[config.mk]
export PLATFORM = sky130hd
export DESIGN_NAME = fc_load_sequencer
export DESIGN_NICKNAME = d
export VERILOG_FILES = /design/src/rtl/fc_seq_pkg.sv /design/src/rtl/fc_skid_fifo.sv /design/src/rtl/fc_load_sequencer.sv
export SDC_FILE = /design/constraint.sdc
export NUM_CORES = 1
export LEC_CHECK = 0
export ABC_AREA = 1
export CAP_MARGIN = 0
export CORE_UTILIZATION = 52
export CTS_CLUSTER_SIZE = 40
export DETAILED_ROUTE_END_ITERATION = 6
export PLACE_DENSITY = 0.74
export SLEW_MARGIN = 30
export SYNTH_ARGS = -nofsm -noshare
export SYNTH_HDL_FRONTEND = slang
export SYNTH_SLANG_ARGS = --single-unit
export TNS_END_PERCENT = 20
[constraint.sdc]
create_clock -name core_clk -period 6.4 [get_ports core_clk]
set_clock_uncertainty 0.1 [all_clocks]
set_input_delay 0.64 -clock core_clk [delete_from_list [all_inputs] [get_ports core_clk]]
set_output_delay 0.64 -clock core_clk [all_outputs]
set_load 0.1 [all_outputs]
[src/rtl/fc_seq_pkg.sv]
// Shared types for the FC-layer load sequencer.
package fc_seq_pkg;

   localparam int DATA_WIDTH_DEF = 64;

   typedef enum logic [2:0] {
      ST_IDLE,
      ST_LOAD_W,
      ST_LOAD_X,
      ST_START,
      ST_WAIT
   } state_t;

endpackage

[src/rtl/fc_skid_fifo.sv]
// Skid FIFO absorbing the un-throttled read stream; full pushes are dropped and flagged.
module fc_skid_fifo
   import fc_seq_pkg::*;
#(
   parameter int DATA_WIDTH = DATA_WIDTH_DEF,
   parameter int AW         = 3
) (
   input  logic                  core_clk,
   input  logic                  rst,
   input  logic                  push,
   input  logic [DATA_WIDTH-1:0] push_data,
   input  logic                  pop,
   output logic [DATA_WIDTH-1:0] pop_data,
   output logic [AW:0]           count,
   output logic                  empty,
   output logic                  drop
);

   localparam logic [AW:0] DEPTH = {1'b1, {AW{1'b0}}};

   logic [DATA_WIDTH-1:0] mem_q [2**AW];
   logic [AW-1:0]         wr_ptr_q, wr_ptr_d;
   logic [AW-1:0]         rd_ptr_q, rd_ptr_d;
   logic [AW:0]           count_q, count_d;
   logic                  full;
   logic                  push_ok;
   logic                  pop_ok;

   assign full     = (count_q == DEPTH);
   assign empty    = (count_q == '0);
   assign push_ok  = push && !full;
   assign pop_ok   = pop && !empty;
   assign drop     = push && full;
   assign count    = count_q;
   assign pop_data = mem_q[rd_ptr_q];

   always_comb begin
      wr_ptr_d = wr_ptr_q;
      rd_ptr_d = rd_ptr_q;
      count_d  = count_q;
      if (push_ok) begin
         wr_ptr_d = wr_ptr_q + 1'b1;
      end
      if (pop_ok) begin
         rd_ptr_d = rd_ptr_q + 1'b1;
      end
      case ({push_ok, pop_ok})
         2'b10:   count_d = count_q + 1'b1;
         2'b01:   count_d = count_q - 1'b1;
         default: count_d = count_q;
      endcase
   end

   always_ff @(posedge core_clk or posedge rst) begin
      if (rst) begin
         wr_ptr_q <= '0;
         rd_ptr_q <= '0;
         count_q  <= '0;
      end else begin
         wr_ptr_q <= wr_ptr_d;
         rd_ptr_q <= rd_ptr_d;
         count_q  <= count_d;
      end
   end

   // Storage carries no reset; only the pointers define what is valid.
   always_ff @(posedge core_clk) begin
      if (push_ok) begin
         mem_q[wr_ptr_q] <= push_data;
      end
   end

endmodule

[src/rtl/fc_load_sequencer.sv]
// Sequences one FC-layer job: loads weights, then per batch loads activations and
// handshakes with the MAC core. Words arrive through the skid FIFO.
//
// state     | meaning
// ST_IDLE   | waiting for cfg_start; skid keeps filling
// ST_LOAD_W | popping skid words into the weight buffer
// ST_LOAD_X | popping skid words into the activation buffer for batch_idx
// ST_START  | core_start high for this single cycle
// ST_WAIT   | waiting for core_done of the current batch
module fc_load_sequencer
   import fc_seq_pkg::*;
#(
   parameter int DATA_WIDTH = DATA_WIDTH_DEF,
   parameter int W_AW       = 10,
   parameter int X_AW       = 8,
   parameter int B_W        = 8,
   parameter int SKID_AW    = 3,
   parameter int AF_MARGIN  = 4
) (
   input  logic                  core_clk,
   input  logic                  rst,
   input  logic [DATA_WIDTH-1:0] in_data,
   input  logic                  in_valid,
   output logic                  almost_full,
   input  logic                  cfg_start,
   input  logic [W_AW:0]         cfg_w_words,
   input  logic [X_AW:0]         cfg_x_words,
   input  logic [B_W-1:0]        cfg_batches,
   output logic                  w_wr_en,
   output logic [W_AW-1:0]       w_wr_addr,
   output logic [DATA_WIDTH-1:0] w_wr_data,
   output logic                  x_wr_en,
   output logic [X_AW-1:0]       x_wr_addr,
   output logic [DATA_WIDTH-1:0] x_wr_data,
   output logic                  core_start,
   input  logic                  core_done,
   output logic                  busy,
   output logic                  job_done,
   output logic [B_W-1:0]        batch_idx,
   output logic                  ovf_err,
   output logic                  cfg_err
);

   localparam logic [W_AW:0]    W_MAX    = {1'b1, {W_AW{1'b0}}};
   localparam logic [X_AW:0]    X_MAX    = {1'b1, {X_AW{1'b0}}};
   localparam logic [SKID_AW:0] AF_LEVEL = (SKID_AW+1)'((2**SKID_AW) - AF_MARGIN);

   state_t                state_q, state_d;
   logic [W_AW:0]         w_words_q, w_words_d;
   logic [X_AW:0]         x_words_q, x_words_d;
   logic [B_W-1:0]        batches_q, batches_d;
   logic [W_AW:0]         w_cnt_q, w_cnt_d;
   logic [X_AW:0]         x_cnt_q, x_cnt_d;
   logic [B_W-1:0]        batch_idx_q, batch_idx_d;
   logic                  w_wr_en_q, w_wr_en_d;
   logic [W_AW-1:0]       w_wr_addr_q, w_wr_addr_d;
   logic [DATA_WIDTH-1:0] w_wr_data_q, w_wr_data_d;
   logic                  x_wr_en_q, x_wr_en_d;
   logic [X_AW-1:0]       x_wr_addr_q, x_wr_addr_d;
   logic [DATA_WIDTH-1:0] x_wr_data_q, x_wr_data_d;
   logic                  core_start_q, core_start_d;
   logic                  job_done_q, job_done_d;
   logic                  ovf_err_q, ovf_err_d;
   logic                  cfg_err_q, cfg_err_d;

   logic                  fifo_pop;
   logic [DATA_WIDTH-1:0] fifo_data;
   logic [SKID_AW:0]      fifo_count;
   logic                  fifo_empty;
   logic                  fifo_drop;
   logic                  cfg_illegal;

   fc_skid_fifo #(
      .DATA_WIDTH (DATA_WIDTH),
      .AW         (SKID_AW)
   ) u_skid (
      .core_clk  (core_clk),
      .rst       (rst),
      .push      (in_valid),
      .push_data (in_data),
      .pop       (fifo_pop),
      .pop_data  (fifo_data),
      .count     (fifo_count),
      .empty     (fifo_empty),
      .drop      (fifo_drop)
   );

   // Threshold leaves room for the words already in flight from the read side.
   assign almost_full = (fifo_count >= AF_LEVEL);

   assign cfg_illegal = (cfg_x_words == '0) || (cfg_x_words > X_MAX) || (cfg_w_words > W_MAX);

   always_comb begin
      state_d      = state_q;
      w_words_d    = w_words_q;
      x_words_d    = x_words_q;
      batches_d    = batches_q;
      w_cnt_d      = w_cnt_q;
      x_cnt_d      = x_cnt_q;
      batch_idx_d  = batch_idx_q;
      w_wr_en_d    = 1'b0;
      w_wr_addr_d  = w_wr_addr_q;
      w_wr_data_d  = w_wr_data_q;
      x_wr_en_d    = 1'b0;
      x_wr_addr_d  = x_wr_addr_q;
      x_wr_data_d  = x_wr_data_q;
      core_start_d = 1'b0;
      job_done_d   = 1'b0;
      ovf_err_d    = ovf_err_q | fifo_drop;
      cfg_err_d    = cfg_err_q;
      fifo_pop     = 1'b0;

      case (state_q)
         ST_IDLE: begin
            if (cfg_start) begin
               w_words_d   = cfg_w_words;
               x_words_d   = cfg_x_words;
               batches_d   = cfg_batches;
               w_cnt_d     = '0;
               x_cnt_d     = '0;
               batch_idx_d = '0;
               if (cfg_illegal) begin
                  cfg_err_d  = 1'b1;
                  job_done_d = 1'b1;
               end else if (cfg_batches == '0) begin
                  job_done_d = 1'b1;
               end else if (cfg_w_words != '0) begin
                  state_d = ST_LOAD_W;
               end else begin
                  state_d = ST_LOAD_X;
               end
            end
         end
         ST_LOAD_W: begin
            if (!fifo_empty) begin
               fifo_pop    = 1'b1;
               w_wr_en_d   = 1'b1;
               w_wr_addr_d = w_cnt_q[W_AW-1:0];
               w_wr_data_d = fifo_data;
               w_cnt_d     = w_cnt_q + 1'b1;
               if (w_cnt_q + 1'b1 == w_words_q) begin
                  x_cnt_d = '0;
                  state_d = ST_LOAD_X;
               end
            end
         end
         ST_LOAD_X: begin
            if (!fifo_empty) begin
               fifo_pop    = 1'b1;
               x_wr_en_d   = 1'b1;
               x_wr_addr_d = x_cnt_q[X_AW-1:0];
               x_wr_data_d = fifo_data;
               x_cnt_d     = x_cnt_q + 1'b1;
               if (x_cnt_q + 1'b1 == x_words_q) begin
                  core_start_d = 1'b1;
                  state_d      = ST_START;
               end
            end
         end
         ST_START: begin
            state_d = ST_WAIT;
         end
         ST_WAIT: begin
            if (core_done) begin
               if (batch_idx_q == batches_q - 1'b1) begin
                  job_done_d = 1'b1;
                  state_d    = ST_IDLE;
               end else begin
                  batch_idx_d = batch_idx_q + 1'b1;
                  x_cnt_d     = '0;
                  state_d     = ST_LOAD_X;
               end
            end
         end
         default: begin
            state_d = ST_IDLE;
         end
      endcase
   end

   always_ff @(posedge core_clk or posedge rst) begin
      if (rst) begin
         state_q      <= ST_IDLE;
         w_words_q    <= '0;
         x_words_q    <= '0;
         batches_q    <= '0;
         w_cnt_q      <= '0;
         x_cnt_q      <= '0;
         batch_idx_q  <= '0;
         w_wr_en_q    <= 1'b0;
         w_wr_addr_q  <= '0;
         w_wr_data_q  <= '0;
         x_wr_en_q    <= 1'b0;
         x_wr_addr_q  <= '0;
         x_wr_data_q  <= '0;
         core_start_q <= 1'b0;
         job_done_q   <= 1'b0;
         ovf_err_q    <= 1'b0;
         cfg_err_q    <= 1'b0;
      end else begin
         state_q      <= state_d;
         w_words_q    <= w_words_d;
         x_words_q    <= x_words_d;
         batches_q    <= batches_d;
         w_cnt_q      <= w_cnt_d;
         x_cnt_q      <= x_cnt_d;
         batch_idx_q  <= batch_idx_d;
         w_wr_en_q    <= w_wr_en_d;
         w_wr_addr_q  <= w_wr_addr_d;
         w_wr_data_q  <= w_wr_data_d;
         x_wr_en_q    <= x_wr_en_d;
         x_wr_addr_q  <= x_wr_addr_d;
         x_wr_data_q  <= x_wr_data_d;
         core_start_q <= core_start_d;
         job_done_q   <= job_done_d;
         ovf_err_q    <= ovf_err_d;
         cfg_err_q    <= cfg_err_d;
      end
   end

   assign w_wr_en    = w_wr_en_q;
   assign w_wr_addr  = w_wr_addr_q;
   assign w_wr_data  = w_wr_data_q;
   assign x_wr_en    = x_wr_en_q;
   assign x_wr_addr  = x_wr_addr_q;
   assign x_wr_data  = x_wr_data_q;
   assign core_start = core_start_q;
   assign job_done   = job_done_q;
   assign batch_idx  = batch_idx_q;
   assign ovf_err    = ovf_err_q;
   assign cfg_err    = cfg_err_q;
   assign busy       = (state_q != ST_IDLE);

endmodule

==> results of run 1 <==
flip-flops by register name (all words and copies together) (netlist names), 9 cells and up:
signal        flops
u_skid.mem_q    512
w_cnt_q          11
w_words_q        11
w_wr_addr        10
w_wr_data        64
x_cnt_q           9
x_words_q         9
x_wr_data        64
cell usage after synthesis (all sizes together):
master / n / area (um^2)
a211oi: 1 / 7.51
a21oi: 7 / 35.0
and2: 1 / 6.26
buf: 54 / 287
clkbuf: 92 / 345
dfrtp: 221 / 5530
edfxtp: 512 / 15400
fa: 1 / 20.0
ha: 9 / 113
inv: 83 / 312
nand2: 357 / 1350
nand3: 64 / 320
nand3b: 2 / 15.0
nand4: 11 / 68.8
nor2: 328 / 1250
nor3: 5 / 35.0
nor3b: 1 / 7.51
o211ai: 1 / 7.51
o21a: 1 / 7.51
o21ai: 505 / 2530
o21bai: 2 / 15.0
o221ai: 64 / 561
o22ai: 72 / 450
or2: 7 / 43.8
xnor2: 11 / 96.3
xor2: 12 / 105
placed cells by master, fill, tap and decap left out, types with 4 or more instances in the layout:
cell / instances
edfxtp_1: 512
o21ai_0: 469
nand2_1: 353
nor2_1: 316
clkdlybuf4s50_1: 255
dfrtp_1: 218
clkbuf_16: 78
inv_1: 77
o22ai_1: 72
o221ai_1: 64
nand3_1: 64
o21ai_1: 36
clkinv_2: 18
buf_4: 16
clkbuf_1: 14
xor2_1: 12
nand4_1: 11
xnor2_1: 11
nor2_4: 10
ha_1: 9
bufinv_16: 8
or2_2: 7
a21oi_1: 7
clkinv_1: 7
clkbuf_8: 7
buf_16: 5
nand2_2: 4
report_power, final:
part | internal, W | total [W] | switching [W]
Combinational | 0.00196 | 0.00842 | 0.00647
Sequential | 0.00619 | 0.00685 | 0.000660
Clock | 0.00266 | 0.00445 | 0.00179
metal layers:
metal  share of wire  global-route usage
met1            0.42               0.329
met4           0.018              0.0741
met5         0.00072                   0
met3           0.068              0.0433
met2            0.49               0.398
worst max-delay path: stages, from the launching register on:
cell	delay, ns
dfrtp_1	0.43
nor2_1	0.14
inv_1	0.07
nor2_1	0.20
inv_1	0.16
clkdlybuf4s50_1	1.00
how the worst min path moves through the flow:
stage | cells past startpoint | to | startpoint | slack (ns)
after floorplan | 2 | w_words_q[10] | w_words_q[10] | 0.36
after global placement | 1 | cfg_err | cfg_err | 0.36
after detailed placement | 2 | x_wr_addr[1] | x_wr_addr[1] | 0.37
after CTS | 2 | batch_idx[7] | rst | 0.24
after global routing | 2 | batch_idx[5] | rst | 0.27
final | 2 | batch_idx[5] | rst | 0.26
area by class of cell:
class                           instances  area, um^2
Fill cell                            3993       20300
Sequential cell                       733       20900
Multi-Input combinational cell       1462        7100
Clock buffer                          100        2110
Inverter                               83         327
Clock inverter                         40         438
Tap cell                              748         936
Timing Repair Buffer                  283        2880
cell families after synthesis:
logic type / count (synthesis)
AND/OR/NAND/NOR: 776
flip-flops: 733
buffers and inverters: 229
XOR/XNOR: 23
adder cells (fa/ha/maj): 10
AO/OA/AOI/OAI: 653
per-stage QoR:
step | setup slack (ns) | power [W] | hold slack, ns
after detailed placement | 2.67 | 0.0153 | 0.368
final | 3.06 | 0.0197 | 0.261
after floorplan | 2.09 | 0.0130 | 0.355
after CTS | 3.06 | 0.0198 | 0.237
after global routing | 2.91 | 0.0207 | 0.272
after global placement | 2.58 | 0.0150 | 0.358
==> results.toml, run 1 <==
[outcome]
status = "complete, no violations"

[synth]
ys_seq_elements = 733
synth-xor-area-share = 0.00697
syn-cell-area_mm2 = 0.0289
synth_top_family_by_area = "compound AO/OA/AOI/OAI gates"
synth_adder_area_share = 0.00459
synth.mux.area_fraction = 0
synthSimpleGateAreaFrac = 0.107
synth_seq_area_share = 0.724
syn_avg_cell_area_um2 = 11.9
synth_compound_area_frac = 0.125
yosysWarnings = 0
postSynthCellCount = 2424
synth_cell_types = 35
syn-num-nets = 2531

[clock_network]
cts_resized = 0
ctsHtreeMaxLevel = 3
clk_pin_slew_ns = 0.06
clk_path_buf_depth = 3
cts_tree = "yes"
clock-sinks = 733
cts_made_buffers = 75
insertion_delay_ns = 0.62
cts_hold_buf = 0
cts_setup_buffers = 0
clockRootBuffer = "clkbuf_16"

[finish]
nets = 2745
antennaDiodeCount = 0
design_area_mm2 = 0.0347
fin_cells = 3449
fin_util = 0.631
drive_gt1_frac = 0.0670
syn2layout_area_growth_pct = 20.1

[critical_path]
required_ns = 5.66
crit_path_max_fanout = 5
endpoint_kind = "primary output"
cp-endpoint = "busy"
crit_path_start = "state_q[1]"
reg2reg_depth = 7
cp_data_arrival_time_ns = 2.60
path_class = "reg -> out"
rrSetupSlack_ns = 3.20
reg2reg_to = "x_wr_data[55]"
critPathLaunchType = "register"
r2r_start = "u_skid.count[2]"

[hold_path]
hold_path_class = "in -> async"

[grt]
grt_pass1_wl_um = 106000
antenna_found_initial = 4
grt_max_degree = 152
overflow = 0
grt_pass1_vias = 19300
grt_usage = 0.242

[die]
die-height_um = 238
ioPinCount = 259
die-width_um = 238
core-area_mm2 = 0.0550
die_area_mm2 = 0.0565
initial_core_util = 0.525
row_count = 86

[placement]
dp.cells = 3309
place_area_mm2 = 0.0322
hpwl_um = 41300
routabilityCongestion = 0.874
port_buffers = 258

[drt]
via_per_inst = 5.69
first_pass_iters = 5
finalWirelength_um = 68000
vias = 19600
wl_per_cell_um = 19.7
drt_iter0_markers = 1851
drcViolationCount = 0
ant_nets = 0

[timing]
hold_violations = 0
tightest_slew_ns = 1.03
setup_tns_ns = 0
setup_viol = 0
rsz0062_at_grt = "no"
maxSlewViolCount = 0
period_minus_slack_ns = 3.34
max-slew-margin-rel = 0.313
finalCritPeriodShare = 0.522
fmax_mhz = 299

[power]
power_density_mw_per_mm2 = 568
leakage_nw = 12.6
peakVddDrop_uv = 464

[run]
max-cap-violations = 0
(Power assumes the default switching activity.)
==> run 2, diff against run 1 <==
--- a/config.mk
+++ b/config.mk
@@ -7,10 +7,10 @@
 export LEC_CHECK = 0
 export ABC_AREA = 1
 export CAP_MARGIN = 0
-export CORE_UTILIZATION = 52
+export CORE_UTILIZATION = 55
 export CTS_CLUSTER_SIZE = 40
 export DETAILED_ROUTE_END_ITERATION = 6
-export PLACE_DENSITY = 0.74
+export PLACE_DENSITY = 0.75
 export SLEW_MARGIN = 30
 export SYNTH_ARGS = -nofsm -noshare
 export SYNTH_HDL_FRONTEND = slang
==> constraint.sdc (replaced) <==
create_clock -name core_clk -period 3.3 [get_ports core_clk]
set_clock_uncertainty 0.1 [all_clocks]
set_input_delay 0.33 -clock core_clk [delete_from_list [all_inputs] [get_ports core_clk]]
set_output_delay 0.33 -clock core_clk [all_outputs]
set_load 0.1 [all_outputs]
==> results.toml, run 2 (same netlist as run 1, synthesis figures left out) <==
[clock_network]
insertion_delay_ns = 0.62
cts_setup_buffers = 0
clk_path_buf_depth = 3
cts_tree = "yes"
clk_pin_slew_ns = 0.06
clock-sinks = 733
ctsHtreeMaxLevel = 3
cts_hold_buf = 0
cts_made_buffers = 75
cts_resized = 0
clockRootBuffer = "clkbuf_16"

[hold_path]
hold_path_class = "in -> async"

[grt]
grt_max_degree = 258
grt_usage = 0.253
overflow = 0
met2_usage = 0.413
grt_busiest_layer = "met2"
met1_usage = 0.339
grt_pass1_vias = 19400
use_met3 = 0.0423
grt_pass1_wl_um = 104000
antenna_found_initial = 11

[drt]
via_per_inst = 5.80
finalWirelength_um = 68000
wl_per_cell_um = 20.0
vias = 19700
first_pass_iters = 5
drcViolationCount = 0
ant_nets = 0
drt_iter0_markers = 1916

[placement]
hpwl_um = 39200
place_area_mm2 = 0.0323
routabilityCongestion = 0.899
dp.cells = 3256
port_buffers = 258

[finish]
regArea_mm2 = 0.0209
top_register = "u_skid.mem_q"
final_cell_mix = "512 x edfxtp_1, 469 x o21ai_0, 353 x nand2_1, 316 x nor2_1, 247 x clkdlybuf4s50_1"
nets = 2761
drive_gt1_frac = 0.0740
layout_commonest_cell = "edfxtp_1"
fin_util = 0.677
syn2layout_area_growth_pct = 20.9
largest_register_ffs = 512
multi_input_area_mm2 = 0.00710
nFillCells = 3506
fin_cells = 3404
design_area_mm2 = 0.0349

[critical_path]
cp_data_arrival_time_ns = 2.58
cp.depth = 5
crit_path_max_fanout = 5
slowest_stage = "clkdlybuf4s50_1"
reg2reg_to = "u_skid.count[3]"
worst-path-buf-inv = 3
reg2reg_depth = 15
path_class = "reg -> out"
path_cells = "nor2_1 > inv_1 > nor2_1 > inv_1 > clkdlybuf4s50_1"
r2r_start = "u_skid.count[2]"
critPathLaunchType = "register"
required_ns = 2.87
cp_slowest_stage_delay_ns = 0.99
endpoint_kind = "primary output"
rrSetupSlack_ns = 0.49
crit_family = "buffers and inverters"

[die]
initial_core_util = 0.560
ioPinCount = 259
row_count = 83
core-area_mm2 = 0.0516
die-width_um = 231
die-height_um = 231
die_area_mm2 = 0.0534

[outcome]
status = "complete, no violations"

[timing]
setup_viol = 0
period_minus_slack_ns = 3.01
rsz0062_at_grt = "no"
hold_violations = 0
max-slew-margin-rel = 0.292
finalCritPeriodShare = 0.911
maxSlewViolCount = 0
fmax_mhz = 333
tightest_slew_ns = 1.06

[run]
max-cap-violations = 0
-- run 2: layer usage --
layer	part of all wire	vias to the layer above	wire, um
met5	0.0011	-	74
met4	0.025	10	1720
met3	0.069	124	4680
met2	0.49	773	33200
met1	0.42	9725	28300
li1	-	9115	-
-- run 2: cell type report --
type                            instances  share of cell area
Inverter                               83             0.00935
Antenna cell                            7            0.000501
Tap cell                              680              0.0244
Timing Repair Buffer                  299              0.0897
Clock inverter                         36              0.0120
Sequential cell                       733               0.599
Clock buffer                          104              0.0621
Multi-Input combinational cell       1462               0.203
-- run 2: worst max path at each step --
| stage | startpoint | to |
|---|---|---|
| 4_1_cts | state_q[1] | busy |
| 5_1_grt | state_q[1] | busy |
| 6_report | state_q[1] | busy |
| 2_1_floorplan | u_skid.count[1] | u_skid.mem_q[0][0] |
| 3_3_place_gp | u_skid.count[3] | u_skid.count[3] |
| 3_5_place_dp | u_skid.count[2] | u_skid.count[3] |
-- run 2: stage by stage --
stage | TNS, ns | hold WS (ns) | worst slack (ns)
global route | 0 | 0.148 | 0.198
CTS | 0 | 0.0983 | 0.286
global placement | 0 | 0.357 | 0.674
floorplan | -450.30 | 0.329 | -0.941
detailed placement | 0 | 0.364 | 0.514
finish | 0 | 0.111 | 0.294
Power of run 2 is left out: the tool's default activity adds up to more than one toggle a clock period on the data nets, which glitch-free logic cannot reach.
==> run 3, diff against run 2 <==
--- a/config.mk
+++ b/config.mk
@@ -6,7 +6,6 @@
 export NUM_CORES = 1
 export LEC_CHECK = 0
 export ABC_AREA = 1
-export CAP_MARGIN = 0
 export CORE_UTILIZATION = 55
 export CTS_CLUSTER_SIZE = 40
 export DETAILED_ROUTE_END_ITERATION = 6
==> results of run 3 <==
No change in the layout: final DEF, timing and power equal those of run 2.
Power of run 3 is left out for the same reason.
